--- src/rtl/fft_sequencer.sv ---
// rtl/fft_sequencer.sv - radix-2 DIT FFT butterfly sequencer
// Walks stage/butterfly counters, issues in-place memory and twiddle addresses, and runs the butterfly handshake.
module fft_sequencer #(
  parameter int N_POINTS = 64,
  parameter int ADDR_W   = $clog2(N_POINTS),
  parameter int TIMEOUT  = 16
) (
  input  logic              clock,
  input  logic              reset,
  input  logic              start,
  output logic              busy,
  output logic              done,
  output logic              error,
  output logic              mem_rd_en,
  output logic [ADDR_W-1:0] mem_rd_addr_even,
  output logic [ADDR_W-1:0] mem_rd_addr_odd,
  output logic              mem_wr_en,
  output logic [ADDR_W-1:0] mem_wr_addr_even,
  output logic [ADDR_W-1:0] mem_wr_addr_odd,
  output logic [ADDR_W-2:0] twiddle_addr,
  output logic              bfly_read,
  input  logic              bfly_done,
  output logic [ADDR_W-1:0] stage,
  output logic [ADDR_W-2:0] bfly_index
);
  localparam int TMO_W = $clog2(TIMEOUT + 1);

  typedef enum logic [2:0] {
    S_IDLE, S_READ, S_LAUNCH, S_WAIT, S_WRITE, S_FINISH
  } state_t;

  state_t            r_state;
  logic [ADDR_W-1:0] r_stage;
  logic [ADDR_W-2:0] r_bfly;
  logic [TMO_W-1:0]  r_tmo;
  logic              r_busy, r_done, r_error;
  logic              r_mem_rd_en, r_mem_wr_en, r_bfly_read;
  logic [ADDR_W-1:0] r_rd_even, r_rd_odd, r_wr_even, r_wr_odd;
  logic [ADDR_W-2:0] r_tw;

  logic              w_last_b, w_last_stage;
  logic [ADDR_W-1:0] w_nxt_stage, w_half, w_pos, w_group, w_even, w_odd;
  logic [ADDR_W-2:0] w_nxt_bfly, w_tw;

  // Addresses are computed for the butterfly about to be read: (0,0) from IDLE, the advanced counters from WRITE.
  always_comb begin
    w_last_b     = &r_bfly;
    w_last_stage = (r_stage == ADDR_W'(ADDR_W - 1));
    w_nxt_stage  = '0;
    w_nxt_bfly   = '0;
    if (r_state == S_WRITE) begin
      w_nxt_bfly  = w_last_b ? '0 : r_bfly + (ADDR_W-1)'(1);
      w_nxt_stage = w_last_b ? r_stage + ADDR_W'(1) : r_stage;
    end
    w_half  = ADDR_W'(1) << w_nxt_stage;
    w_pos   = {1'b0, w_nxt_bfly} & (w_half - ADDR_W'(1));
    w_group = {1'b0, w_nxt_bfly} >> w_nxt_stage;
    w_even  = (w_group << (w_nxt_stage + ADDR_W'(1))) | w_pos;
    w_odd   = w_even + w_half;
    w_tw    = w_pos[ADDR_W-2:0] << (ADDR_W'(ADDR_W - 1) - w_nxt_stage);
  end

  always_ff @(posedge clock) begin
    if (reset) begin
      r_state     <= S_IDLE;
      r_stage     <= '0;
      r_bfly      <= '0;
      r_tmo       <= '0;
      r_busy      <= 1'b0;
      r_done      <= 1'b0;
      r_error     <= 1'b0;
      r_mem_rd_en <= 1'b0;
      r_mem_wr_en <= 1'b0;
      r_bfly_read <= 1'b0;
      r_rd_even   <= '0;
      r_rd_odd    <= '0;
      r_wr_even   <= '0;
      r_wr_odd    <= '0;
      r_tw        <= '0;
    end else begin
      r_mem_rd_en <= 1'b0;
      r_mem_wr_en <= 1'b0;
      r_bfly_read <= 1'b0;
      r_done      <= 1'b0;
      case (r_state)
        S_IDLE: begin
          if (start) begin
            r_state     <= S_READ;
            r_busy      <= 1'b1;
            r_error     <= 1'b0;
            r_stage     <= '0;
            r_bfly      <= '0;
            r_tmo       <= '0;
            r_mem_rd_en <= 1'b1;
            r_rd_even   <= w_even;
            r_rd_odd    <= w_odd;
            r_tw        <= w_tw;
          end
        end
        S_READ: begin
          r_state     <= S_LAUNCH;
          r_bfly_read <= 1'b1;
          r_wr_even   <= r_rd_even;
          r_wr_odd    <= r_rd_odd;
        end
        S_LAUNCH: begin
          r_state <= S_WAIT;
          r_tmo   <= '0;
        end
        S_WAIT: begin
          r_tmo <= r_tmo + TMO_W'(1);
          if (bfly_done) begin
            r_state     <= S_WRITE;
            r_mem_wr_en <= 1'b1;
          end else if (r_tmo == TMO_W'(TIMEOUT - 1)) begin
            r_state <= S_IDLE;
            r_busy  <= 1'b0;
            r_error <= 1'b1;
          end
        end
        S_WRITE: begin
          r_stage <= w_nxt_stage;
          r_bfly  <= w_nxt_bfly;
          if (w_last_b && w_last_stage) begin
            r_state <= S_FINISH;
            r_done  <= 1'b1;
          end else begin
            r_state     <= S_READ;
            r_mem_rd_en <= 1'b1;
            r_rd_even   <= w_even;
            r_rd_odd    <= w_odd;
            r_tw        <= w_tw;
          end
        end
        S_FINISH: begin
          r_state <= S_IDLE;
          r_busy  <= 1'b0;
        end
        default: begin
          r_state <= S_IDLE;
          r_busy  <= 1'b0;
        end
      endcase
    end
  end

  assign busy             = r_busy;
  assign done             = r_done;
  assign error            = r_error;
  assign mem_rd_en        = r_mem_rd_en;
  assign mem_rd_addr_even = r_rd_even;
  assign mem_rd_addr_odd  = r_rd_odd;
  assign mem_wr_en        = r_mem_wr_en;
  assign mem_wr_addr_even = r_wr_even;
  assign mem_wr_addr_odd  = r_wr_odd;
  assign twiddle_addr     = r_tw;
  assign bfly_read        = r_bfly_read;
  assign stage            = r_stage;
  assign bfly_index       = r_bfly;

endmodule

--- config.mk ---
export PLATFORM = sky130hd
export DESIGN_NAME = fft_sequencer
export DESIGN_NICKNAME = d
export VERILOG_FILES = /design/src/rtl/fft_sequencer.sv
export SDC_FILE = /design/constraint.sdc
export NUM_CORES = 1
export LEC_CHECK = 0
export BUFFER_PORTS_ARGS = -buffer_cell sky130_fd_sc_hd__buf_2
export CAP_MARGIN = 20
export CORE_AREA = 2 2 80 82
export DETAILED_ROUTE_END_ITERATION = 6
export DIE_AREA = 0 0 82 84
export PLACE_DENSITY = 0.79
export RECOVER_POWER = 100
export SYNTH_ARGS = -nofsm -noshare
export SYNTH_HDL_FRONTEND = slang
export SYNTH_SLANG_ARGS = --single-unit
--- constraint.sdc ---
create_clock -name clock -period 5.2 [get_ports clock]
set_input_delay 1.04 -clock clock [delete_from_list [all_inputs] [get_ports clock]]
set_output_delay 1.04 -clock clock [all_outputs]
set_load 0.02 [all_outputs]
# ---- After elaboration in Yosys (flattened, before gate mapping)
# Index checks and enable logic that the tools add are counted.
dict set report totals {
  regBits 54
  input_bits 4
  output_inout_bits 46
}
dict set report op_classes {
  add_sub_neg 7
  eq_ne 11
  shift 4
  n_mux 37
  n_bitwise 5
  reduce_logical 15
}
# op count
set ops {}
lappend ops {{$mux 6} 7}
lappend ops {{$pmux 6 s2} 3}
lappend ops {{$mux 5} 5}
lappend ops {{$pmux 5 s2} 2}
lappend ops {{$pmux 3 s5} 1}
lappend ops {{$pmux 5 s3} 1}
lappend ops {{$add 6x1->6 const B} 2}
lappend ops {{$mux 3} 4}
lappend ops {{$mux 1} 11}
lappend ops {{$add 5x1->5 const B} 2}
lappend ops {{$ne 2x2->1 const B} 4}
lappend ops {{$reduce_and 4->1} 2}
lappend ops {{$add 6x6->6} 1}
lappend ops {{$and 5x6->6} 1}
lappend ops {{$eq 3x2->1 const B} 2}
lappend ops {{$eq 6x3->1 const B} 1}
lappend ops {{$or 6x6->6} 1}
lappend ops {{$reduce_and 2->1} 3}
lappend ops {{$shl 1x6->6 const A} 1}
lappend ops {{$shl 5x6->5} 1}
lappend ops {{$shl 6x6->6} 1}
lappend ops {{$shr 5x6->6} 1}
lappend ops {{$sub 3x6->6 const A} 1}
lappend ops {{$sub 6x1->6 const B} 1}
lappend ops {{other kinds (15)} 20}

# ---- Longest topological paths before layout
dict set report logic_depth {
  depth_word 10
  mapped_depth 23
}

# ---- Least setup slack after synthesis
# Ideal clock, no wire load.
dict set report synth_timing {
  path_type {register to register}
  from {register r_bfly[0] (netlist: bfly_index[0])}
  to {register r_rd_odd[5] (netlist: mem_rd_addr_odd[5])}
  arrival_time_ns 4.122
  t_required_ns 5.138
  setup_slack_ns 1.016
  stages_incl_launch_ff 22
  path_buffers 2
  period_less_slack_ns 4.184
  path_cell_list {dfxtp_1 -> ha_1 -> and3_1 -> ha_1 -> buf_2 -> or2_1 -> nand3_2 -> inv_1 -> buf_4 -> nor2_1 -> nand3_1 -> ha_1 -> nand3b_1 -> a21boi_1 -> inv_1 -> ha_1 -> a21o_1 -> a21oi_1 -> o21ai_0 -> xnor2_1 -> a211o_1 -> nand3_1}
}
dict set report synth_via {
  elab_chain_len 10
  word_cells_on_any_way 20
}
# item line
set synth_rtl {}
lappend synth_rtl {{start: declaration} 34} ;# logic [ADDR_W-2:0] r_bfly;
lappend synth_rtl {{start signal: assignment} 123} ;# r_bfly <= w_nxt_bfly;
lappend synth_rtl {{branches (longest 6 deep; another with $add 5x1->5)} --}
lappend synth_rtl {{$or 6x6->6 *} 58} ;# w_even = (w_group << (w_nxt_stage + ADDR_W'(1))) | w_pos;
lappend synth_rtl {{via w_even[1]} 42} ;# logic [ADDR_W-1:0] w_nxt_stage, w_half, w_pos, w_group, w_even, w_odd;
lappend synth_rtl {{$add 6x6->6 *} 59} ;# w_odd = w_even + w_half;
lappend synth_rtl {{$mux 6, on equally long branches} {124, 87}}
lappend synth_rtl {{$pmux 6 s2 *} 85} ;# case (r_state)
lappend synth_rtl {{end signal: assignment} 96} ;# r_rd_odd <= w_odd;
lappend synth_rtl {{end signal: assignment} 131} ;# r_rd_odd <= w_odd;
lappend synth_rtl {{end: declaration} 38} ;# logic [ADDR_W-1:0] r_rd_even, r_rd_odd, r_wr_even, r_wr_odd;
# Mark *: on every way through the listed nets, which the timed path passes. The select of a mux whose other input is x is not followed.
# A chain may end at the register's enable or synchronous reset.

# ---- Worst setup path in the final report
# Same ends and word-level chain as after synthesis.

==> results.sh <==
export IMPL_outcome="complete, but fails checks"
export IMPL_violations="capacitance limit, slew limit"
export IMPL_port_buffers=49
export IMPL_synth_area_um2=3376
export IMPL_dr_pass1_iters=5
export IMPL_finalClockSkew_ps=6.650
export IMPL_total_power_mw=0.7475
export IMPL_cts_resized=0
export IMPL_multi_input_comb_area_um2=2093
export IMPL_crit_path_end_kind="flip-flop"
export IMPL_p_switching_mw=0.2079
export IMPL_min_to="mem_wr_addr_odd[2]"
export IMPL_seq_power_share_pct=58.7
export IMPL_die_h_um=84
export IMPL_fill_cells=616
export IMPL_min_delay_start="mem_wr_addr_odd[2]"
export IMPL_initial_core_util_pct=55.38
export IMPL_grt_pass1_vias=2802
export IMPL_slew_violations=46
export IMPL_worst_path_max_fanout=15
export IMPL_place_inst=520
export IMPL_max_clock_freq_mhz=211.5
export IMPL_clk_pin_slew_ps=90
export IMPL_cts_root_buf="clkbuf_8"
export IMPL_dpl_hpwl_um=6075
export IMPL_hold_ws_ps=457.3
export IMPL_die_area_um2=6888
export IMPL_clkPwrFrac_pct=31.2
export IMPL_worstMarginPinSlew_ps=1977
export IMPL_regArea_um2=1081
export IMPL_cts_tree="built"
export IMPL_rrSetupSlack_ps=470
export IMPL_post_drt_wl_per_cell_um=15.82
export IMPL_hold_viol=0
export IMPL_ys_seq_area_share_pct=32.02
export IMPL_viasPerCell=6.025
export IMPL_synth_edf_count=0
export IMPL_irDropWorstVdd_uv=153.2
export IMPL_antenna_found_initial=0
export IMPL_synth_main_ff_cell="dfxtp_1"
export IMPL_area_growth_pct=7.672
export IMPL_gp_congestion=0.8975
export IMPL_rows=29
export IMPL_stdcell_area_um2=3635
export IMPL_grt_overflow=0
export IMPL_r2r_cells=20
export IMPL_clkSinkCount=54
export IMPL_ios=50
export IMPL_htreeDepth=2
export IMPL_num_vias=3175
export IMPL_clk_latency_ps=310
export IMPL_power_share_combinational_pct=10.1
export IMPL_coreArea_um2=6096
export IMPL_required_ps=5450
export IMPL_cts_setup_buffers=0
export IMPL_drt_wl_total_um=8337
export IMPL_fin_nets=470
export IMPL_layout_cells_non_filler=527
export IMPL_syn_inst=415
export IMPL_grt_usage_pct=24.41
export IMPL_slew_headroom_pct=-31.81
export IMPL_maxCapViolations=1
export IMPL_clk_path_buf_depth=2
export IMPL_drc=0
export IMPL_tns_ps=0
export IMPL_synth_distinct_cells=81
export IMPL_finalSetupViolCount=0
export IMPL_p_int_mw=0.5395
export IMPL_hp_class="flip-flop to flip-flop"
export IMPL_ctsHoldBuffers=0
export IMPL_timing_final_crit_share_pct=90.94
export IMPL_path_class="flip-flop to flip-flop"
export IMPL_place_area_um2=3613
export IMPL_synth_warnings=0
export IMPL_cts_buffers=5
export IMPL_grt_pass1_wl_um=13460
export IMPL_power_leakage_nw=1.350
export IMPL_drive_gt1_share_pct=8.889
export IMPL_drtIter0Drc=184
export IMPL_switching_share_pct=27.82
export IMPL_grt_max_degree=46
export IMPL_drtAntennaViolNets=0
export IMPL_synth_seq_cells=54
export IMPL_r2r_end="mem_rd_addr_odd[5]"
export IMPL_rsz0062_at_grt="false"
export IMPL_synth_net_count=435
export IMPL_die_w_um=82
export IMPL_cp_start_kind="flip-flop"
export IMPL_worstPathArrival_ps=4980
export IMPL_min_path_cells=2
export IMPL_synth_async_sr_flop_share_pct=0
export IMPL_r2r_start="bfly_index[0]"
export IMPL_antenna_cells=0
export IMPL_power_density_nw_per_um2=205.6
export IMPL_synth_avg_cell_area_um2=8.134
export IMPL_finalCriticalPeriod_ps=4729
final cells by class:
class                           instances  area share, %
Clock buffer                            5          1.893
Clock inverter                          2         0.4131
Inverter                               19          1.962
Multi-Input combinational cell        318          57.59
Sequential cell                        54          29.74
Tap cell                               77          2.651
Timing Repair Buffer                   52          5.749
cell usage after synthesis (all sizes together) (5+ instances only):
master	instances	area [µm²]
xnor2	12	105.1
o31ai	5	42.54
ha	15	187.7
nand2	55	209.0
a211oi	5	37.54
xor2	7	61.31
nand3	14	75.07
inv	18	67.56
a21oi	43	215.2
nor3	10	50.05
nor2	41	161.4
buf	12	81.32
a311oi	5	67.57
nor4	10	75.07
dfxtp	54	1081
clkbuf	12	45.04
o21ai	11	66.32
and3	5	31.28
nand4	6	43.79
critical path, cell delays in order (launching register included):
cell	delay (ps)
dfxtp_1	430
ha_1	210
and3_1	160
ha_1	430
or2_1	230
nand3_2	230
inv_1	410
ha_1	230
nand3_1	110
xnor2_1	230
nand2_1	110
nor3_1	320
a21boi_1	210
inv_1	90
ha_1	220
a21o_1	170
a21oi_1	200
o21ai_0	160
xnor2_1	160
a211o_1	270
nand3_1	60
through the flow:
stage          util [%]  setup WS [ps]
3_5_place_dp      59.28          570.3
2_1_floorplan         -           1016
4_1_cts           60.65          512.3
6_report          59.63          471.3
3_3_place_gp      59.28          730.9
5_1_grt           59.63          10.33
registers in the layout, summed over array words and instances (netlist names):
signal / flops
bfly_index: 5
mem_rd_en: 1
mem_wr_addr_odd: 6
error: 1
done: 1
r_tmo: 5
twiddle_addr: 5
mem_rd_addr_odd: 6
busy: 1
bfly_read: 1
mem_wr_en: 1
r_state: 3
stage: 6
mem_rd_addr_even: 6
mem_wr_addr_even: 6
how the worst max path moves through the flow:
stage	startpoint	endpoint	slack [ps]	cells after the start
4_1_cts	bfly_index[0]	mem_rd_addr_odd[5]	510	19
2_1_floorplan	bfly_index[0]	mem_rd_addr_odd[5]	1020	21
5_1_grt	bfly_index[0]	mem_rd_addr_odd[5]	10	19
6_report	bfly_index[0]	mem_rd_addr_odd[5]	470	20
3_5_place_dp	bfly_index[0]	mem_rd_addr_odd[5]	570	19
3_3_place_gp	bfly_index[0]	mem_rd_addr_odd[5]	730	19
cell families after synthesis:
group           synth area share (%)
buf+inv                        5.856
xor+xnor                       4.930
mux                            1.446
flops                          32.02
compound gates                 21.28
fa+ha+maj                      6.153
simple gates                   28.32
routing by layer:
| layer | part of all wire [%] | global-route usage [%] | vias to the layer above |
|---|---|---|---|
| li1 | - | - | 1566 |
| met2 | 46 | 38.29 | 107 |
| met5 | 0 | 0 | - |
| met3 | 5.4 | 3.896 | 15 |
| met4 | 1.7 | 7.273 | 0 |
| met1 | 46 | 34.12 | 1487 |
power groups by stage:
| stage | Clock [mW] | Combinational, mW | Sequential [mW] |
|---|---|---|---|
| final | 0.233 | 0.0755 | 0.439 |
| after global routing | 0.257 | 0.0838 | 0.441 |
| after CTS | 0.241 | 0.0784 | 0.439 |
| after detailed placement | 0 | 0.0782 | 0.449 |
| after global placement | 0 | 0.0766 | 0.448 |
| after floorplan | 0 | 0.0543 | 0.451 |
placed cells by master, fill, tap and decap left out, drive strengths merged, types with 4 or more instances in the layout:
cell	Yosys	layout
nor2	41	41
nand2	55	55
or3	4	4
xnor2	12	12
buf	12	5
a21o	4	4
and3	5	5
nand4	6	6
a21oi	43	43
nand3	14	14
dfxtp	54	54
xor2	7	7
clkbuf	12	52
nor4	10	10
a211oi	5	5
o21ai	11	11
ha	15	15
a311oi	5	5
inv	18	18
o31ai	5	5
nor3	10	10
Note: power is estimated with default switching activity, not from simulation.
